===== src/rtl/pe_horner.sv =====
// pe_horner: systolic-array processing element with two personalities.
//
//   GEMM mode (gemm_uno == 00): weight/activation are registered and forwarded to the
//   neighbouring PEs every cycle; the partial sum accumulates sext(w)*sext(x) + o_i.
//
//   Unary modes (div/exp/log): a Horner polynomial engine. The argument x is latched on
//   start_i, then N+1 coefficients (highest order first) stream in over a valid/ready
//   handshake. Every iteration saturates the running value back to Q(INT_BW.FRA_BW)
//   before multiplying by x, so the accumulator never carries more than one product.
//
// Ports:
//   clk, rst_n          clock, asynchronous active-low reset
//   gemm_uno            mode: 00 gemm, 01 div, 10 exp, 11 log
//   x_i / x_o           activation in / registered activation out
//   wc_i / wc_o         weight in / registered weight out
//   o_i / o_o           partial sum in / registered partial sum out
//   start_i, iters_i    start a unary evaluation of degree iters_i (clamped to ITER_MAX)
//   busy_o              FSM not idle
//   coef_i, coef_valid_i, coef_ready_o   coefficient stream
//   res_o, res_op_o, res_valid_o, res_ready_i   result and the op that produced it

module pe_horner #(
  parameter int unsigned INT_BW   = 5,
  parameter int unsigned FRA_BW   = 10,
  parameter int unsigned MUL_BW   = 16,
  parameter int unsigned ACC_BW   = 32,
  parameter int unsigned ITER_MAX = 8,
  parameter int unsigned CNT_BW   = $clog2(ITER_MAX + 1)
) (
  input  logic              clk,
  input  logic              rst_n,
  input  logic [1:0]        gemm_uno,
  input  logic [MUL_BW-1:0] x_i,
  input  logic [MUL_BW-1:0] wc_i,
  input  logic [ACC_BW-1:0] o_i,
  output logic [MUL_BW-1:0] x_o,
  output logic [MUL_BW-1:0] wc_o,
  output logic [ACC_BW-1:0] o_o,
  input  logic              start_i,
  input  logic [CNT_BW-1:0] iters_i,
  output logic              busy_o,
  input  logic [MUL_BW-1:0] coef_i,
  input  logic              coef_valid_i,
  output logic              coef_ready_o,
  output logic [MUL_BW-1:0] res_o,
  output logic [1:0]        res_op_o,
  output logic              res_valid_o,
  input  logic              res_ready_i
);

  typedef enum logic [1:0] {StIdle, StLoad, StIter, StDone} state_e;

  // Saturation bounds for a value with 2*FRA_BW fraction bits: [-2^SatSh, 2^SatSh - 1].
  localparam int unsigned       SatSh   = INT_BW + 2 * FRA_BW;
  localparam logic [ACC_BW-1:0] SatHi   = {{(ACC_BW - SatSh){1'b0}}, {SatSh{1'b1}}};
  localparam logic [ACC_BW-1:0] SatLo   = ~SatHi;
  localparam logic [MUL_BW-1:0] MaxPos  = {1'b0, {(MUL_BW - 1){1'b1}}};
  localparam logic [MUL_BW-1:0] MaxNeg  = {1'b1, {(MUL_BW - 1){1'b0}}};
  localparam logic [CNT_BW-1:0] IterMax = CNT_BW'(ITER_MAX);
  localparam logic [CNT_BW-1:0] CntOne  = CNT_BW'(1);

  function automatic logic [ACC_BW-1:0] sext(input logic [MUL_BW-1:0] v);
    return {{(ACC_BW - MUL_BW){v[MUL_BW-1]}}, v};
  endfunction

  // Coefficient aligned to the accumulator's 2*FRA_BW fraction point.
  function automatic logic [ACC_BW-1:0] ext(input logic [MUL_BW-1:0] c);
    return sext(c) << FRA_BW;
  endfunction

  // Back to Q(INT_BW.FRA_BW); in-range values truncate toward minus infinity.
  function automatic logic [MUL_BW-1:0] sat(input logic [ACC_BW-1:0] a);
    if ($signed(a) > $signed(SatHi)) begin
      return MaxPos;
    end else if ($signed(a) < $signed(SatLo)) begin
      return MaxNeg;
    end else begin
      return a[MUL_BW+FRA_BW-1:FRA_BW];
    end
  endfunction

  state_e              state_q, state_d;
  logic [MUL_BW-1:0]   wreg_q, wreg_d;
  logic [MUL_BW-1:0]   ireg_q, ireg_d;
  logic [ACC_BW-1:0]   oreg_q, oreg_d;
  logic [MUL_BW-1:0]   xreg_q, xreg_d;
  logic [1:0]          op_q, op_d;
  logic [CNT_BW-1:0]   cnt_q, cnt_d;
  logic [ACC_BW-1:0]   acc_q, acc_d;
  logic [MUL_BW-1:0]   res_q, res_d;
  logic [1:0]          res_op_q, res_op_d;

  logic                coef_hs;
  logic [ACC_BW-1:0]   horner_step;

  assign coef_hs     = coef_valid_i && coef_ready_o;
  // One Horner step: sat(acc) * x + c, all in ACC_BW two's-complement.
  assign horner_step = sext(sat(acc_q)) * sext(xreg_q) + ext(coef_i);

  // GEMM datapath: forwarding regs always run; the partial sum only updates while idle in gemm.
  always_comb begin
    wreg_d = wc_i;
    ireg_d = x_i;
    oreg_d = oreg_q;
    if (gemm_uno == 2'b00 && state_q == StIdle) begin
      oreg_d = sext(wreg_q) * sext(ireg_q) + o_i;
    end
  end

  // Horner FSM next state.
  always_comb begin
    state_d  = state_q;
    xreg_d   = xreg_q;
    op_d     = op_q;
    cnt_d    = cnt_q;
    acc_d    = acc_q;
    res_d    = res_q;
    res_op_d = res_op_q;

    unique case (state_q)
      StIdle: begin
        if (start_i && gemm_uno != 2'b00) begin
          xreg_d  = x_i;
          op_d    = gemm_uno;
          cnt_d   = (iters_i > IterMax) ? IterMax : iters_i;
          state_d = StLoad;
        end
      end
      StLoad: begin
        if (coef_hs) begin
          acc_d = ext(coef_i);
          if (cnt_q == '0) begin
            state_d  = StDone;
            res_d    = sat(ext(coef_i));
            res_op_d = op_q;
          end else begin
            state_d = StIter;
          end
        end
      end
      StIter: begin
        if (coef_hs) begin
          acc_d = horner_step;
          cnt_d = cnt_q - CntOne;
          if (cnt_q == CntOne) begin
            state_d  = StDone;
            res_d    = sat(horner_step);
            res_op_d = op_q;
          end
        end
      end
      StDone: begin
        if (res_ready_i) begin
          state_d = StIdle;
        end
      end
      default: state_d = StIdle;
    endcase
  end

  always_ff @(posedge clk or negedge rst_n) begin
    if (!rst_n) begin
      state_q  <= StIdle;
      wreg_q   <= '0;
      ireg_q   <= '0;
      oreg_q   <= '0;
      xreg_q   <= '0;
      op_q     <= '0;
      cnt_q    <= '0;
      acc_q    <= '0;
      res_q    <= '0;
      res_op_q <= '0;
    end else begin
      state_q  <= state_d;
      wreg_q   <= wreg_d;
      ireg_q   <= ireg_d;
      oreg_q   <= oreg_d;
      xreg_q   <= xreg_d;
      op_q     <= op_d;
      cnt_q    <= cnt_d;
      acc_q    <= acc_d;
      res_q    <= res_d;
      res_op_q <= res_op_d;
    end
  end

  assign wc_o         = wreg_q;
  assign x_o          = ireg_q;
  assign o_o          = oreg_q;
  assign busy_o       = (state_q != StIdle);
  assign coef_ready_o = (state_q == StLoad) || (state_q == StIter);
  assign res_valid_o  = (state_q == StDone);
  // res_q/res_op_q are captured on entry to DONE so they hold until the next result.
  assign res_o        = res_q;
  assign res_op_o     = res_op_q;

endmodule


===== config.mk =====
export PLATFORM = sky130hd
export DESIGN_NAME = pe_horner
export DESIGN_NICKNAME = d
export VERILOG_FILES = /design/src/rtl/pe_horner.sv
export SDC_FILE = /design/constraint.sdc
export NUM_CORES = 2
export LEC_CHECK = 0
export ABC_AREA = 1
export ABC_CLOCK_PERIOD_IN_PS = 10140
export CAP_MARGIN = 20
export CELL_PAD_IN_SITES_DETAIL_PLACEMENT = 1
export CELL_PAD_IN_SITES_GLOBAL_PLACEMENT = 1
export CORE_ASPECT_RATIO = 0.75
export CORE_MARGIN = 3
export CORE_UTILIZATION = 51
export CTS_CLUSTER_SIZE = 40
export DETAILED_ROUTE_END_ITERATION = 8
export PLACE_DENSITY = 0.95
export SLEW_MARGIN = 40
export SYNTH_ARGS = -nofsm -noshare
export SYNTH_HDL_FRONTEND = slang
export SYNTH_SLANG_ARGS = --single-unit

===== constraint.sdc =====
create_clock -name clk -period 10.14 [get_ports clk]
set_input_delay 1.014 -clock clk [delete_from_list [all_inputs] [get_ports clk]]
set_output_delay 1.014 -clock clk [all_outputs]
set_load 0.05 [all_outputs]

==> results.toml <==
[worst_setup_path]
criticalPathCategory = "reg2reg"
max_stage_delay_ns = 0.92
r2r_cells = 33
end_kind = "flop"
start_kind = "flop"
cp_data_required_time_ns = 10.52
cp_max_fo = 18
worstPathArrival_ns = 10.07
path_common_cell = "nand2_1"
cp_slowest_cell = "dfrtp_1"

[layout]
layout.nets = 4191
drive_above_1_share = 0.0442
multi_input_area_um2 = 20100
register_area_um2 = 3230
area_growth_syn_to_layout_pct = 11.0
fill_cells = 6192
fin_area_um2 = 29900
stdcell_count = 4056

[synthesis]
synth_enable_flop_cells = 0
yosysUniqueCellTypes = 51
ys_warn_count = 0
syn_inst = 3229
ys_ff_latch = 128
synthesis.nets = 4083
syn_area_um2 = 26900
ys_async_sr_fraction = 1.00
avgSynthCellArea_um2 = 8.34
ys.flop_type = "dfrtp_1"
synth_seq_area_share = 0.119

[min_path]
hold_path_class = "reg2reg"
holdPathStages = 2

[timing]
fin_skew_ns = 0.0241
finalCritPeriodShare = 0.955
finalSetupViolCount = 0
setup_ws_ns = 0.454
drv_slew = 0
hold_viol = 0
fin_setup_tns_ns = 0
rsz0062_at_grt = "false"
timing.final.crit_period_ns = 9.69
tightest_slew_ns = 1.01
max_freq_mhz = 103
relSlewSlack = 0.328

[floorplanning]
start_util = 0.519
die_x_um = 271
ioPinCount = 176
core-area_um2 = 51900
rows = 72
die-area_um2 = 55600
chipHeight_um = 205

[clock_network]
postCtsResizedCells = 0
post_cts_buffers = 0
cts_tree = "yes"
clkTransAtPathRegs_ns = 0.08
root_buffer = "clkbuf_16"
htreeDepth = 4
clk_latency_ns = 0.51
cts.sinks = 128
cts_hold_buf = 0
clk_path_buf_depth = 2
numCtsBuffers = 17

[detailed_routing]
first_pass_iters = 6
drt_iter0_drc = 3115
ant_nets = 0
wirelength_um = 119000
vias = 25122
remaining_drc_errors = 0
avgRoutedWirePerCell_um = 29.3
viasPerCell = 6.19

[placement]
pre_cts_ws_ns = 1.32
gp_congestion = 0.987
dp_hpwl_um = 94400
dp_cells = 4021
placed_area_um2 = 29300
io_buffers = 175

[global_route]
grt_pass1_wl_um = 178000
antenna_found_initial = 6
first_global_vias = 28613
globalRouteTotalUtil = 0.438
grt-ovfl-total = 0
grt_max_degree = 75

[run]
drv_cap = 0

[status]
outcome = "finished clean"
-- cell usage in the layout (no fill, tap or decap), drive strengths merged, types with 18 or more instances in the layout --
cell type and n:
ha 193, nor2 230, inv 869, o21ai 74, a21oi 129, nand2 719
fa 570, clkbuf 18, or2 21, clkdlybuf4s50 173, xor2 28, dfrtp 128
nand3 69, xnor2 28
-- per-layer routing --
layer	track usage	routed length, µm	vias to the layer above
li1	-	-	9568
met1	0.511	39900	12445
met2	0.658	51200	2247
met3	0.177	16900	862
met4	0.319	10700	0
met5	0.00351	0	-
-- registers in the layout, summed over array words and instances (netlist names) --
signal / flops
acc_q: 22
cnt_q: 4
o_o: 32
op_q: 2
res_o: 16
res_op_o: 2
state_q: 2
wc_o: 16
x_o: 16
xreg_q: 16
-- kinds of logic after synthesis --
kind of cell,after synthesis,synth area share
AND/OR/NAND/NOR,1067,0.160
buffers and inverters,969,0.136
adder cells (fa/ha/maj),763,0.513
AO/OA/AOI/OAI,241,0.0508
flip-flops,128,0.119
XOR/XNOR,56,0.0182
multiplexers,5,0.00209
-- through the flow --
stage	utilization	hold WS (ns)
finish	0.576	0.486
global route	0.576	0.518
CTS	0.575	0.489
detailed placement	0.564	0.469
global placement	0.564	0.457
floorplan	-	0.466
-- cell usage after synthesis (2+ instances only) --
| library cell | n | area (µm²) |
|---|---|---|
| a211oi_1 | 3 | 22.5 |
| a21o_1 | 6 | 45.0 |
| a21oi_1 | 112 | 561 |
| a21oi_2 | 17 | 149 |
| a31oi_1 | 5 | 31.3 |
| buf_1 | 4 | 15.0 |
| buf_2 | 4 | 20.0 |
| buf_4 | 3 | 22.5 |
| clkbuf_1 | 86 | 323 |
| clkinv_1 | 6 | 22.5 |
| dfrtp_1 | 128 | 3200 |
| fa_1 | 570 | 11400 |
| ha_1 | 193 | 2410 |
| inv_1 | 862 | 3240 |
| mux2_2 | 5 | 56.3 |
| nand2_1 | 703 | 2640 |
| nand2_2 | 15 | 93.8 |
| nand3_1 | 65 | 325 |
| nand3_2 | 4 | 40.0 |
| nand4_1 | 14 | 87.6 |
| nor2_1 | 221 | 830 |
| nor2_2 | 9 | 56.3 |
| nor3_1 | 7 | 35.0 |
| nor4_1 | 3 | 18.8 |
| o211ai_1 | 2 | 15.0 |
| o21a_1 | 2 | 15.0 |
| o21ai_0 | 72 | 360 |
| o21ai_1 | 2 | 10.0 |
| o21bai_1 | 6 | 45.0 |
| o221ai_1 | 4 | 35.0 |
| o22ai_1 | 3 | 18.8 |
| or2_2 | 20 | 125 |
| xnor2_1 | 28 | 245 |
| xor2_1 | 28 | 245 |
-- final cells by class --
cell class                      instances  area share
Multi-Input combinational cell       2132       0.671
Inverter                              869       0.109
Sequential cell                       128       0.108
Timing Repair Buffer                  189      0.0621
Tap cell                              703      0.0294
Clock buffer                           18      0.0147
Clock inverter                         13     0.00511
Antenna cell                            4    0.000335
-- path summary, 6_finish.rpt --
kind,startpoint,slack [ns],endpoint
max,acc_q[31]$_DFFE_PN0P_,0.45,res_o[3]$_DFFE_PN0P_
min,o_o[25]$_DFFE_PN0P_,0.49,o_o[25]$_DFFE_PN0P_
max reg2reg,acc_q[31]$_DFFE_PN0P_,0.45,res_o[3]$_DFFE_PN0P_
min reg2reg,o_o[25]$_DFFE_PN0P_,0.49,o_o[25]$_DFFE_PN0P_
max in group asynchronous,rst_n,8.44,x_o[11]$_DFF_PN0_
min in group asynchronous,rst_n,0.57,o_o[2]$_DFFE_PN0P_
-- worst max-delay path, delay by kind of cell (launching register included) --
family          cells  cell delay [ns]
buf+inv             6             1.50
compound gates      4             1.55
simple gates       16             1.80
fa+ha+maj           7             3.80
flops               1             0.92
Power is left out: the tool's default activity adds up to more than one toggle a clock period on the data nets, which glitch-free logic cannot reach.
